[config.mk]
export PLATFORM = sky130hd
export DESIGN_NAME = mem_port_arbiter
export DESIGN_NICKNAME = d
export VERILOG_FILES = /design/src/rtl/mem_arb_pkg.sv /design/src/rtl/arb_starve_ctr.sv /design/src/rtl/mem_port_arbiter.sv
export SDC_FILE = /design/constraint.sdc
export NUM_CORES = 1
export LEC_CHECK = 0
export ABC_AREA = 1
export BUFFER_PORTS_ARGS = -buffer_cell sky130_fd_sc_hd__buf_2
export CORE_AREA = 10 10 98 100
export CTS_CLUSTER_DIAMETER = 150
export DETAILED_ROUTE_END_ITERATION = 10
export DIE_AREA = 0 0 108 110
export GPL_TIMING_DRIVEN = 1
export PLACE_DENSITY_LB_ADDON = 0.05
export REMOVE_ABC_BUFFERS = 1
export SLEW_MARGIN = 10
export SYNTH_ARGS = -nofsm -noshare
export SYNTH_HDL_FRONTEND = slang
export SYNTH_SLANG_ARGS = --single-unit
[constraint.sdc]
create_clock -name clk -period 1.7 [get_ports clk]
set_input_delay 0 -clock clk [delete_from_list [all_inputs] [get_ports clk]]
set_output_delay 0 -clock clk [all_outputs]
set_load 0.05 [all_outputs]
[src/rtl/mem_arb_pkg.sv]
// Shared types and constants for the memory-port arbiter.
// Optional starvation guard is enabled by MEM_ARB_STARVE_GUARD_EN.
package mem_arb_pkg;

    typedef enum logic [1:0] {
        IDLE   = 2'd0,
        WAIT_D = 2'd1,
        WAIT_I = 2'd2
    } arb_state_e;

    localparam int STARVE_MAX_DEF = 4;

    localparam logic SEL_DATA  = 1'b0;
    localparam logic SEL_FETCH = 1'b1;

endpackage

[src/rtl/arb_starve_ctr.sv]
// Counts data grants taken while a fetch waits; raises force_fetch at the limit.
// Only instantiated when MEM_ARB_STARVE_GUARD_EN is defined.
module arb_starve_ctr #(
    parameter int STARVE_MAX = 4
) (
    input  logic clk,
    input  logic rst,
    input  logic data_grant,
    input  logic fetch_grant,
    output logic force_fetch
);

    localparam int CNT_W = $clog2(STARVE_MAX + 1);
    localparam logic [CNT_W-1:0] CNT_MAX = CNT_W'(STARVE_MAX);

    logic [CNT_W-1:0] cnt_q, cnt_d;

    always_comb begin
        cnt_d = cnt_q;
        if (fetch_grant) begin
            cnt_d = '0;
        end else if (data_grant && (cnt_q != CNT_MAX)) begin
            cnt_d = cnt_q + CNT_W'(1);
        end
    end

    always_ff @(posedge clk) begin
        if (rst) begin
            cnt_q <= '0;
        end else begin
            cnt_q <= cnt_d;
        end
    end

    assign force_fetch = (cnt_q == CNT_MAX);

endmodule

[src/rtl/mem_port_arbiter.sv]
// Shared IF/MEM memory port arbiter, one outstanding transaction, data priority.
// Define MEM_ARB_STARVE_GUARD_EN to bound fetch wait after STARVE_MAX data grants.
module mem_port_arbiter
    import mem_arb_pkg::*;
#(
    parameter int ADDR_W     = 32,
    parameter int DATA_W     = 32,
    parameter int STARVE_MAX = STARVE_MAX_DEF
) (
    input  logic              clk,
    input  logic              rst,
    input  logic              if_req,
    input  logic [ADDR_W-1:0] if_addr,
    input  logic              if_flush,
    output logic [DATA_W-1:0] if_rdata,
    output logic              if_valid,
    output logic              if_stall,
    input  logic              mem_read,
    input  logic              mem_write,
    input  logic [ADDR_W-1:0] mem_addr,
    input  logic [DATA_W-1:0] mem_wdata,
    output logic [DATA_W-1:0] mem_rdata,
    output logic              mem_done,
    output logic              mem_stall,
    output logic              m_req,
    output logic              m_we,
    output logic [ADDR_W-1:0] m_addr,
    output logic [DATA_W-1:0] m_wdata,
    input  logic              m_ready,
    input  logic              m_rvalid,
    input  logic [DATA_W-1:0] m_rdata
);

    arb_state_e state_q, state_d;
    logic       drop_q, drop_d;

    logic d_pend;
    logic i_pend;
    logic force_fetch;
    logic sel;
    logic grant;
    logic accept;
    logic rsp;

    always_comb begin
        d_pend = mem_read | mem_write;
        i_pend = if_req & ~if_flush;
        grant  = (state_q == IDLE) & (d_pend | i_pend) & ~rst;
        sel    = (i_pend & (~d_pend | force_fetch)) ? SEL_FETCH : SEL_DATA;
        accept = grant & m_ready;
        rsp    = m_rvalid & ~rst;
    end

`ifdef MEM_ARB_STARVE_GUARD_EN
    arb_starve_ctr #(
        .STARVE_MAX(STARVE_MAX)
    ) u_starve (
        .clk        (clk),
        .rst        (rst),
        .data_grant (accept & (sel == SEL_DATA) & i_pend),
        .fetch_grant(accept & (sel == SEL_FETCH)),
        .force_fetch(force_fetch)
    );
`else
    // Strict data priority: never force a fetch.
    assign force_fetch = (STARVE_MAX < 0);
`endif

    always_comb begin
        m_req   = grant;
        m_we    = grant & (sel == SEL_DATA) & mem_write;
        m_addr  = '0;
        m_wdata = '0;
        if (grant) begin
            m_addr  = (sel == SEL_DATA) ? mem_addr : if_addr;
            m_wdata = (sel == SEL_DATA) ? mem_wdata : '0;
        end
    end

    always_comb begin
        mem_done  = (state_q == WAIT_D) & rsp;
        if_valid  = (state_q == WAIT_I) & rsp & ~drop_q & ~if_flush;
        mem_rdata = mem_done ? m_rdata : '0;
        if_rdata  = if_valid ? m_rdata : '0;
        mem_stall = d_pend & ~mem_done;
        if_stall  = if_req & ~if_valid;
    end

    always_comb begin
        state_d = state_q;
        unique case (state_q)
            IDLE: begin
                if (accept) begin
                    state_d = (sel == SEL_FETCH) ? WAIT_I : WAIT_D;
                end
            end
            WAIT_D, WAIT_I: begin
                if (m_rvalid) begin
                    state_d = IDLE;
                end
            end
            default: state_d = IDLE;
        endcase
    end

    // A flushed fetch still owns the port; its response is swallowed.
    assign drop_d = (state_q == WAIT_I) & ~m_rvalid & (drop_q | if_flush);

    always_ff @(posedge clk) begin
        if (rst) begin
            state_q <= IDLE;
            drop_q  <= 1'b0;
        end else begin
            state_q <= state_d;
            drop_q  <= drop_d;
        end
    end

endmodule

# Word level (Yosys, flattened, before mapping)
# Index checks and enable logic that the tools add are counted.
# word_totals
register_bits	3
in_bits	136
out_inout_bits	134
# op_classes
n_eq_ne	4
n_mux	11
bitwise_logic	27
reduce_logical	3
# ops
cell	count
$mux 32	6
$and 1x1->1	16
$not 1->1	8
$mux 2	3
$ne 2x2->1 const B	2
$pmux 2 s2	1
$or 1x1->1	3
$eq 2x1->1 const B	1
$eq 2x2->1 const B	1
$logic_not 2->1	1
$reduce_and 2->1	1
$reduce_or 2->1	1
$mux 1	1

# Longest topological paths before layout
# Gate-level depths: netlist (run 1).
# logic_depth
word_depth	8
mapped_depth	9
depth_no_buf	9

# Worst setup path after synthesis (run 1)
# No wires, ideal clock.
# synth_path
kind	register -> output
start	register state_q[0]
end	output port m_addr[25]
t_arrival_ns	2.008
required_time_ns	1.700
setup_slack_ns	-0.308
stages_incl_launch_ff	9
path_buffers	0
cell_sequence	dfxtp_1 -> inv_1 -> ha_1 -> inv_2 -> nor2_2 -> nand2_2 -> inv_1 -> o21ai_0 -> nor2_1
# synth_between
elab_chain_len	4
# synth_rtl
element	line	source
start: declaration	mem_port_arbiter.sv:34	arb_state_e state_q, state_d;
start signal: assignment	mem_port_arbiter.sv:114	state_q <= state_d;
$logic_not 2->1	mem_port_arbiter.sv:48	grant = (state_q == IDLE) & (d_pend | i_pend) & ~rst;
$and 1x1->1 (2 in series)	mem_port_arbiter.sv:48	
via m_req	mem_port_arbiter.sv:25	output logic m_req,
$mux 32	mem_port_arbiter.sv:74	if (grant) begin
end: declaration	mem_port_arbiter.sv:27	output logic [ADDR_W-1:0] m_addr,
# The timed path passes the listed nets, and every way through them passes these cells.

# Worst setup path after layout (run 1)
# layout_path
start	register state_q[0]
end	output port m_wdata[14]
# layout_between
elab_chain_len	4
# layout_rtl
element	line	source
$logic_not 2->1	mem_port_arbiter.sv:48	
$and 1x1->1 (2 in series)	mem_port_arbiter.sv:48	
$mux 32	mem_port_arbiter.sv:74	
end: declaration	mem_port_arbiter.sv:28	output logic [DATA_W-1:0] m_wdata,
# No other way between the ends.

==> impl_metrics.tcl, run 1 <==
set metrics [dict create \
    start_kind "flop" \
    path_cells "inv_2 -> ha_4 -> inv_2 -> nor2_4 -> nand2_1 -> buf_4 -> nor2_1 -> clkbuf_4" \
    io_pins 270 \
    synth.area.top_cells "nor2_1 40%, nor3_2 19%, inv_1 18%" \
    critPathBufInv 4 \
    place_hpwl_um 9210 \
    maxSlewViolCount 0 \
    io_buffers 269 \
    synth_instances 322 \
    gr-usage-met2 0.338 \
    pin_count_of_the_biggest_net_entering_global_routing 35 \
    drt.antenna.violating_nets 0 \
    floorplan.rows 32 \
    dr.pass1.iters 4 \
    fp.dieArea_sq_um 11900 \
    num-fill-cells 851 \
    num_vias 2825 \
    min-delay-path-class "input pin to flop" \
    finalSetupViolCount 0 \
    track_usage 0.161 \
    drt-wirelength-per-cell_um 15.6 \
    worst-endpoint-arrival_ns 1.67 \
    vias_per_cell 4.10 \
    numCtsBuffers 3 \
    area_growth_syn_to_layout_pct 121 \
    drive_above_1_share 0.548 \
    peakVddDrop_v 0.000582 \
    totalWireLength_um 10700 \
    timing_hold_violations_final 0 \
    synth_seq_cells 3 \
    via_count_of_the_first_global_routing_pass 2882 \
    worst-setup-path-type "flop to output pin" \
    fp.dieH_um 110 \
    tritoncts_num_sinks 3 \
    grt_first_pass_wirelength_um 15200 \
    worst_setup_path_end_kind "output pin" \
    finalCriticalPeriod_ns 1.67 \
    synthDominantCellAreaShare 0.403 \
    synth.cell_area_sq_um 1550 \
    global_route.peak_usage_layer "met2" \
    cts_max_level 1 \
    timing.critical_path.slowest_stage_cell "dfxtp_1" \
    ys_warn_count 0 \
    max-clock-path-buffers 2 \
    power.leakage_nw 2.29 \
    timing.critical_path.fanout_max 33 \
    slew_at_the_pin_closest_to_its_max_slew_limit_ns 0.406 \
    initial_util 0.202 \
    antenna_found_initial 1 \
    synth.avg_cell_area_sq_um 4.80 \
    run_status "finished clean" \
    pwr_dens_nw_per_um2 842 \
    use_met1 0.133 \
    timing.max_cap.violations 0 \
    maxSlewHeadroom 0.729 \
    period_share 0.985 \
    rsz_0062_raised_after_global_routing "true" \
    critical-path-top-cell-by-count "inv_2" \
    finalSetupTns_ns 0 \
    die_x_um 108 \
    global_route.usage.met3 0.0633 \
    routability_cong 0.873 \
    finalNetCount 726 \
    clk_pin_slew_ns 0.04 \
    critPathTopFamily "buffers and inverters" \
    tritoncts "done" \
    ys_seq_area_frac 0.0389 \
    worstSkewPairLatency_ns 0.22 \
    holdWs_ns 0.0375 \
    finClkSkew_ns 0.00759 \
    synthDominantAreaCellType "nor2_1" \
    timing.fmax_mhz 597 \
    ctsRootBufferMaster "clkbuf_8" \
    placeableCoreArea_sq_um 7650 \
    max_stage_delay_ns 0.33 \
    drc_errors 0 \
    first_iter_violations 73 \
    grt_overflow_total 0 \
    required_ns 1.70 \
    post_synth_num_cell_types 18 \
]
[worst min-delay path, cell delays in order]
cell	delay, ns
buf_2	0.09
nor2_1	0.05
nor2_1	0.08
[stage by stage]
step | instances | worst slack [ns] | instance area (sq um) | total power, mW | util
after global routing | 689 | -0.0239 | 3420 | 3.05 | 0.447
after detailed placement | 682 | 0.116 | 3020 | 2.34 | 0.394
final | 689 | 0.0259 | 3420 | 2.88 | 0.447
after floorplan | 304 | -0.793 | 1440 | 1.70 | -
after global placement | 682 | 0.199 | 3020 | 2.34 | 0.394
after CTS | 688 | -0.00683 | 3270 | 2.81 | 0.428
[registers in the layout, indices dropped and copies added (netlist names)]
signal and cells:
drop_q 1, state_q 2
[worst paths after layout]
kind / start / endpoint / slack [ns] / cells after the start
max: state_q[0]$_SDFFE_PP0P_ / m_wdata[14] / 0.03 / 8
min: if_flush / drop_q$_SDFF_PP0_ / 0.04 / 3
max reg2reg: state_q[0]$_SDFFE_PP0P_ / state_q[1]$_SDFFE_PP0P_ / 0.43 / 9
min reg2reg: drop_q$_SDFF_PP0_ / drop_q$_SDFF_PP0_ / 0.46 / 2
[power by group]
group | switching (mW) | leakage, nW | internal (mW)
registers | 0.0159 | 0.0246 | 0.0881
clock network | 0.0523 | 0.0228 | 0.160
logic | 1.76 | 2.24 | 0.805
total | 1.83 | 2.29 | 1.05
[cell usage in the layout (no fill, tap or decap), drive strengths merged]
cell / netlist / routed
buf: 18 / 258
nor2: 168 / 168
inv: 77 / 77
nor3: 30 / 30
clkbuf: 0 / 24
nand2: 11 / 11
nand3: 6 / 6
dfxtp: 3 / 3
ha: 3 / 3
o21ai: 2 / 2
a21oi: 2 / 2
diode: 0 / 1
clkinv: 1 / 1
nand4: 1 / 1
[synthesized netlist by cell type]
library cell  count
a21oi_1           2
nor2_1          166
inv_2             2
dfxtp_1           3
inv_1            75
buf_6             3
nand3_2           1
nand3_1           5
nand2_1          10
buf_2            15
nand4_1           1
nor3_2           30
nand2_2           1
clkinv_1          1
o21ai_0           2
ha_1              3
nor2_4            1
nor2_2            1
[cell families (layout without fill, tap and decap cells)]
family / after synthesis / count (layout) / synth area share
and+or+nand+nor: 216 / 216 / 0.664
buffers and inverters: 96 / 360 / 0.260
AOI/OAI and AO/OA: 4 / 4 / 0.0130
adders and majority gates: 3 / 3 / 0.0243
DFF: 3 / 3 / 0.0389
other: 0 / 1 / 0
[routing by layer]
| layer | vias to the layer above | share of wire |
|---|---|---|
| met5 | - | 0 |
| met4 | 0 | 0.017 |
| met1 | 1217 | 0.31 |
| met3 | 10 | 0.11 |
| li1 | 1443 | - |
| met2 | 155 | 0.57 |
[final cells by class]
class,instances,area (sq um),area share
clock buffer,4,45.0,0.0132
tap,102,128,0.0373
antenna,1,2.50,0.000732
sequential,3,60.1,0.0176
inverter,78,293,0.0857
multi-input combinational,223,1150,0.337
timing repair buffer,278,1740,0.508
[repair_timing]
action,4_1_cts,5_1_grt
gates cloned,1,0
pin swaps,2,0
hold endpoints to repair,0,0
hold buffers,0,0
buffers inserted,1,0
gates resized for setup,57,59
endpoints found under the setup margin,64,59
(Power assumes the default switching activity.)
==> run 2, diff against run 1 <==
--- a/config.mk
+++ b/config.mk
@@ -14,5 +14,4 @@
 export GPL_TIMING_DRIVEN = 1
 export PLACE_DENSITY_LB_ADDON = 0.05
-export REMOVE_ABC_BUFFERS = 1
 export SLEW_MARGIN = 10
 export SYNTH_ARGS = -nofsm -noshare
==> constraint.sdc (replaced) <==
create_clock -name clk -period 1.7 [get_ports clk]
set_input_delay 0.085 -clock clk [delete_from_list [all_inputs] [get_ports clk]]
set_output_delay 0.085 -clock clk [all_outputs]
set_load 0.05 [all_outputs]
==> run 2 against run 1 <==
  * Worst setup slack improved by 0.0041 ns
  * Clock skew fell by 0.0044 ns
  * Sequential power barely moved
  * Wire length fell by 5.5%
  * Cell count rose by 0.44%
  * Register-to-register slack improved by 0.03 ns
  * Core utilization rose by 3.8 points
  * Global-route usage fell by 1.9 points
  * Maximum frequency rose by 0.24%
  * First-iteration DRC count rose by 19%
==> impl_metrics.tcl, run 2 (same netlist as run 1, synthesis figures left out) <==
set metrics [dict create \
    run_status "finished clean" \
    timing.critical_path.fanout_max 33 \
    initial_util 0.202 \
    io_buffers 269 \
    cts_max_level 1 \
    vias_per_cell 4.09 \
    hold-path-cell-count 3 \
    routability_cong 0.847 \
    first_iter_violations 87 \
    tritoncts "done" \
    drt.antenna.violating_nets 0 \
    critPathTopFamily "buffers and inverters" \
    most-common-layout-cells "203 x buf_2, 160 x nor2_1, 72 x inv_1" \
    largest_reg_flops 2 \
    holdPathEnd "drop_q$_SDFF_PP0_" \
    grt_overflow_total 0 \
    period_share 0.982 \
    stages_on_worst_setup_path 8 \
    worst_r2r_endpoint "state_q[1]$_SDFFE_PP0P_" \
    number_of_placed_instances_with_taps_included 685 \
    drt-wirelength-per-cell_um 14.7 \
    numCtsBuffers 3 \
    via_count_of_the_first_global_routing_pass 2717 \
    clk_pin_slew_ns 0.03 \
    power.leakage_nw 2.34 \
    finalCriticalPeriod_ns 1.67 \
    num-fill-cells 781 \
    place_hpwl_um 8410 \
    post_cts_buffers 0 \
    io_pins 270 \
    pre_cts_slack_ns 0.0997 \
    r2r-start "state_q[1]$_SDFFE_PP0P_" \
    ctsRootBufferMaster "clkbuf_8" \
    timing.hold.worst.start "if_flush" \
    final_cells 692 \
    num_vias 2827 \
    combinationalPowerShare 0.900 \
    area_growth_syn_to_layout_pct 140 \
    worstRegToRegCells 9 \
    dr.pass1.iters 4 \
    register_with_the_most_flip_flops "state_q" \
    rsz_0062_raised_after_global_routing "true" \
    p_clk_frac 0.065 \
    finalSetupTns_ns 0 \
    timing.critical_path.slowest_stage_cell "dfxtp_2" \
    fp.dieArea_sq_um 11900 \
    fp.dieH_um 110 \
    track_usage 0.142 \
    biggestRegsByFlops "state_q: 2 flops, drop_q: 1 flops" \
    start_kind "flop" \
    floorplan.rows 32 \
    total_switching_power_mw 1.92 \
    layout_setup_ws_ns 0.0300 \
    tritoncts_num_sinks 3 \
    timing.reg2reg.setup_slack_ns 0.46 \
    worst_setup_path_end_kind "output pin" \
    grt_first_pass_wirelength_um 13700 \
    drc_errors 0 \
    worst-setup-path-type "flop to output pin" \
    min-delay-path-class "input pin to flop" \
    die_x_um 108 \
    required_ns 1.62 \
    diodes 0 \
    max_stage_delay_ns 0.32 \
    layout_cell_area_excl_fill_sq_um 3710 \
    drive_above_1_share 0.566 \
    path_cells "inv_2 -> ha_4 -> inv_2 -> nor2_4 -> nand2_1 -> buf_12 -> nor2_1 -> clkbuf_4" \
    maxSlewViolCount 0 \
    timing.fmax_mhz 599 \
    finalSetupViolCount 0 \
    critical-path-top-cell-by-count "inv_2" \
    timing_hold_violations_final 0 \
    power_frac_seq 0.034 \
    power_report.internal_total_mw 1.18 \
    maxSlewHeadroom 0.819 \
    timing.max_cap.violations 0 \
    finalNetCount 730 \
    placeableCoreArea_sq_um 7650 \
    peakVddDrop_v 0.000403 \
    critPathBufInv 4 \
    max-clock-path-buffers 2 \
    totalWireLength_um 10100 \
    worstSkewPairLatency_ns 0.21 \
    net_count_after_synthesis 461 \
    slew_at_the_pin_closest_to_its_max_slew_limit_ns 0.273 \
    pwr_dens_nw_per_um2 835 \
    pin_count_of_the_biggest_net_entering_global_routing 34 \
    worst-endpoint-arrival_ns 1.59 \
    finClkSkew_ns 0.00323 \
    antenna_found_initial 0 \
    placedInstanceArea_sq_um 3110 \
    sw_frac_of_total 0.619 \
    mostFrequentLayoutCell "buf_2" \
]
==> run 2: cell type report <==
type / instances / area, sq um / share of cell area
sequential: 3 / 62.6 / 0.0169
inverter: 78 / 297 / 0.0800
clock buffer: 4 / 45.0 / 0.0121
tap: 102 / 128 / 0.0344
timing repair buffer: 282 / 1850 / 0.500
multi-input combinational: 223 / 1320 / 0.357
==> run 2: metrics by stage <==
stage | hold WS, ns | utilization | power, mW
finish | 0.137 | 0.485 | 3.09
global placement | 0.371 | 0.407 | 2.42
global route | 0.184 | 0.485 | 3.27
CTS | 0.139 | 0.446 | 2.89
detailed placement | 0.363 | 0.407 | 2.43
floorplan | 0.230 | - | 1.83
==> run 2: worst register-to-register path, stage by stage (launching register included) <==
cell and delay [ns]:
dfxtp_2 0.32, inv_2 0.08, ha_4 0.14, inv_2 0.04
nor2_4 0.14, nand3_1 0.09, nand2_1 0.13, nand3_1 0.09
nand2_1 0.07, nor2_1 0.04
==> run 2: timing repair <==
item / CTS / global route
hold buffers: 0 / 0
gates resized for setup: 71 / 77
pin swaps: 1 / 33
gates cloned: 1 / 2
setup endpoints to repair: 37 / 79
==> run 2: power by group through the flow <==
stage          registers, mW  clock network, mW  logic (mW)
5_1_grt                0.109              0.218        2.94
3_3_place_gp          0.0994                  0        2.32
3_5_place_dp           0.101                  0        2.33
4_1_cts               0.0997              0.210        2.59
6_report               0.106              0.202        2.79
2_1_floorplan         0.0983                  0        1.74
==> run 2: worst max path at each step <==
| stage | startpoint | to | slack (ns) |
|---|---|---|---|
| floorplan | state_q[0]$_SDFFE_PP0P_ | m_wdata[10] | -0.07 |
| global placement | state_q[0]$_SDFFE_PP0P_ | m_addr[19] | 0.13 |
| detailed placement | state_q[0]$_SDFFE_PP0P_ | m_addr[1] | 0.1 |
| CTS | state_q[0]$_SDFFE_PP0P_ | m_addr[15] | -0.01 |
| global route | state_q[1]$_SDFFE_PP0P_ | m_wdata[31] | -0.07 |
| finish | state_q[1]$_SDFFE_PP0P_ | m_wdata[31] | 0.03 |
==> run 2: metal layers <==
| layer | track usage | vias up | share of wire |
|---|---|---|---|
| met2 | 0.285 | 163 | 0.53 |
| li1 | - | 1453 | - |
| met5 | 0 | - | 0 |
| met3 | 0.0644 | 8 | 0.13 |
| met4 | 0.0315 | 0 | 0.011 |
| met1 | 0.126 | 1203 | 0.32 |
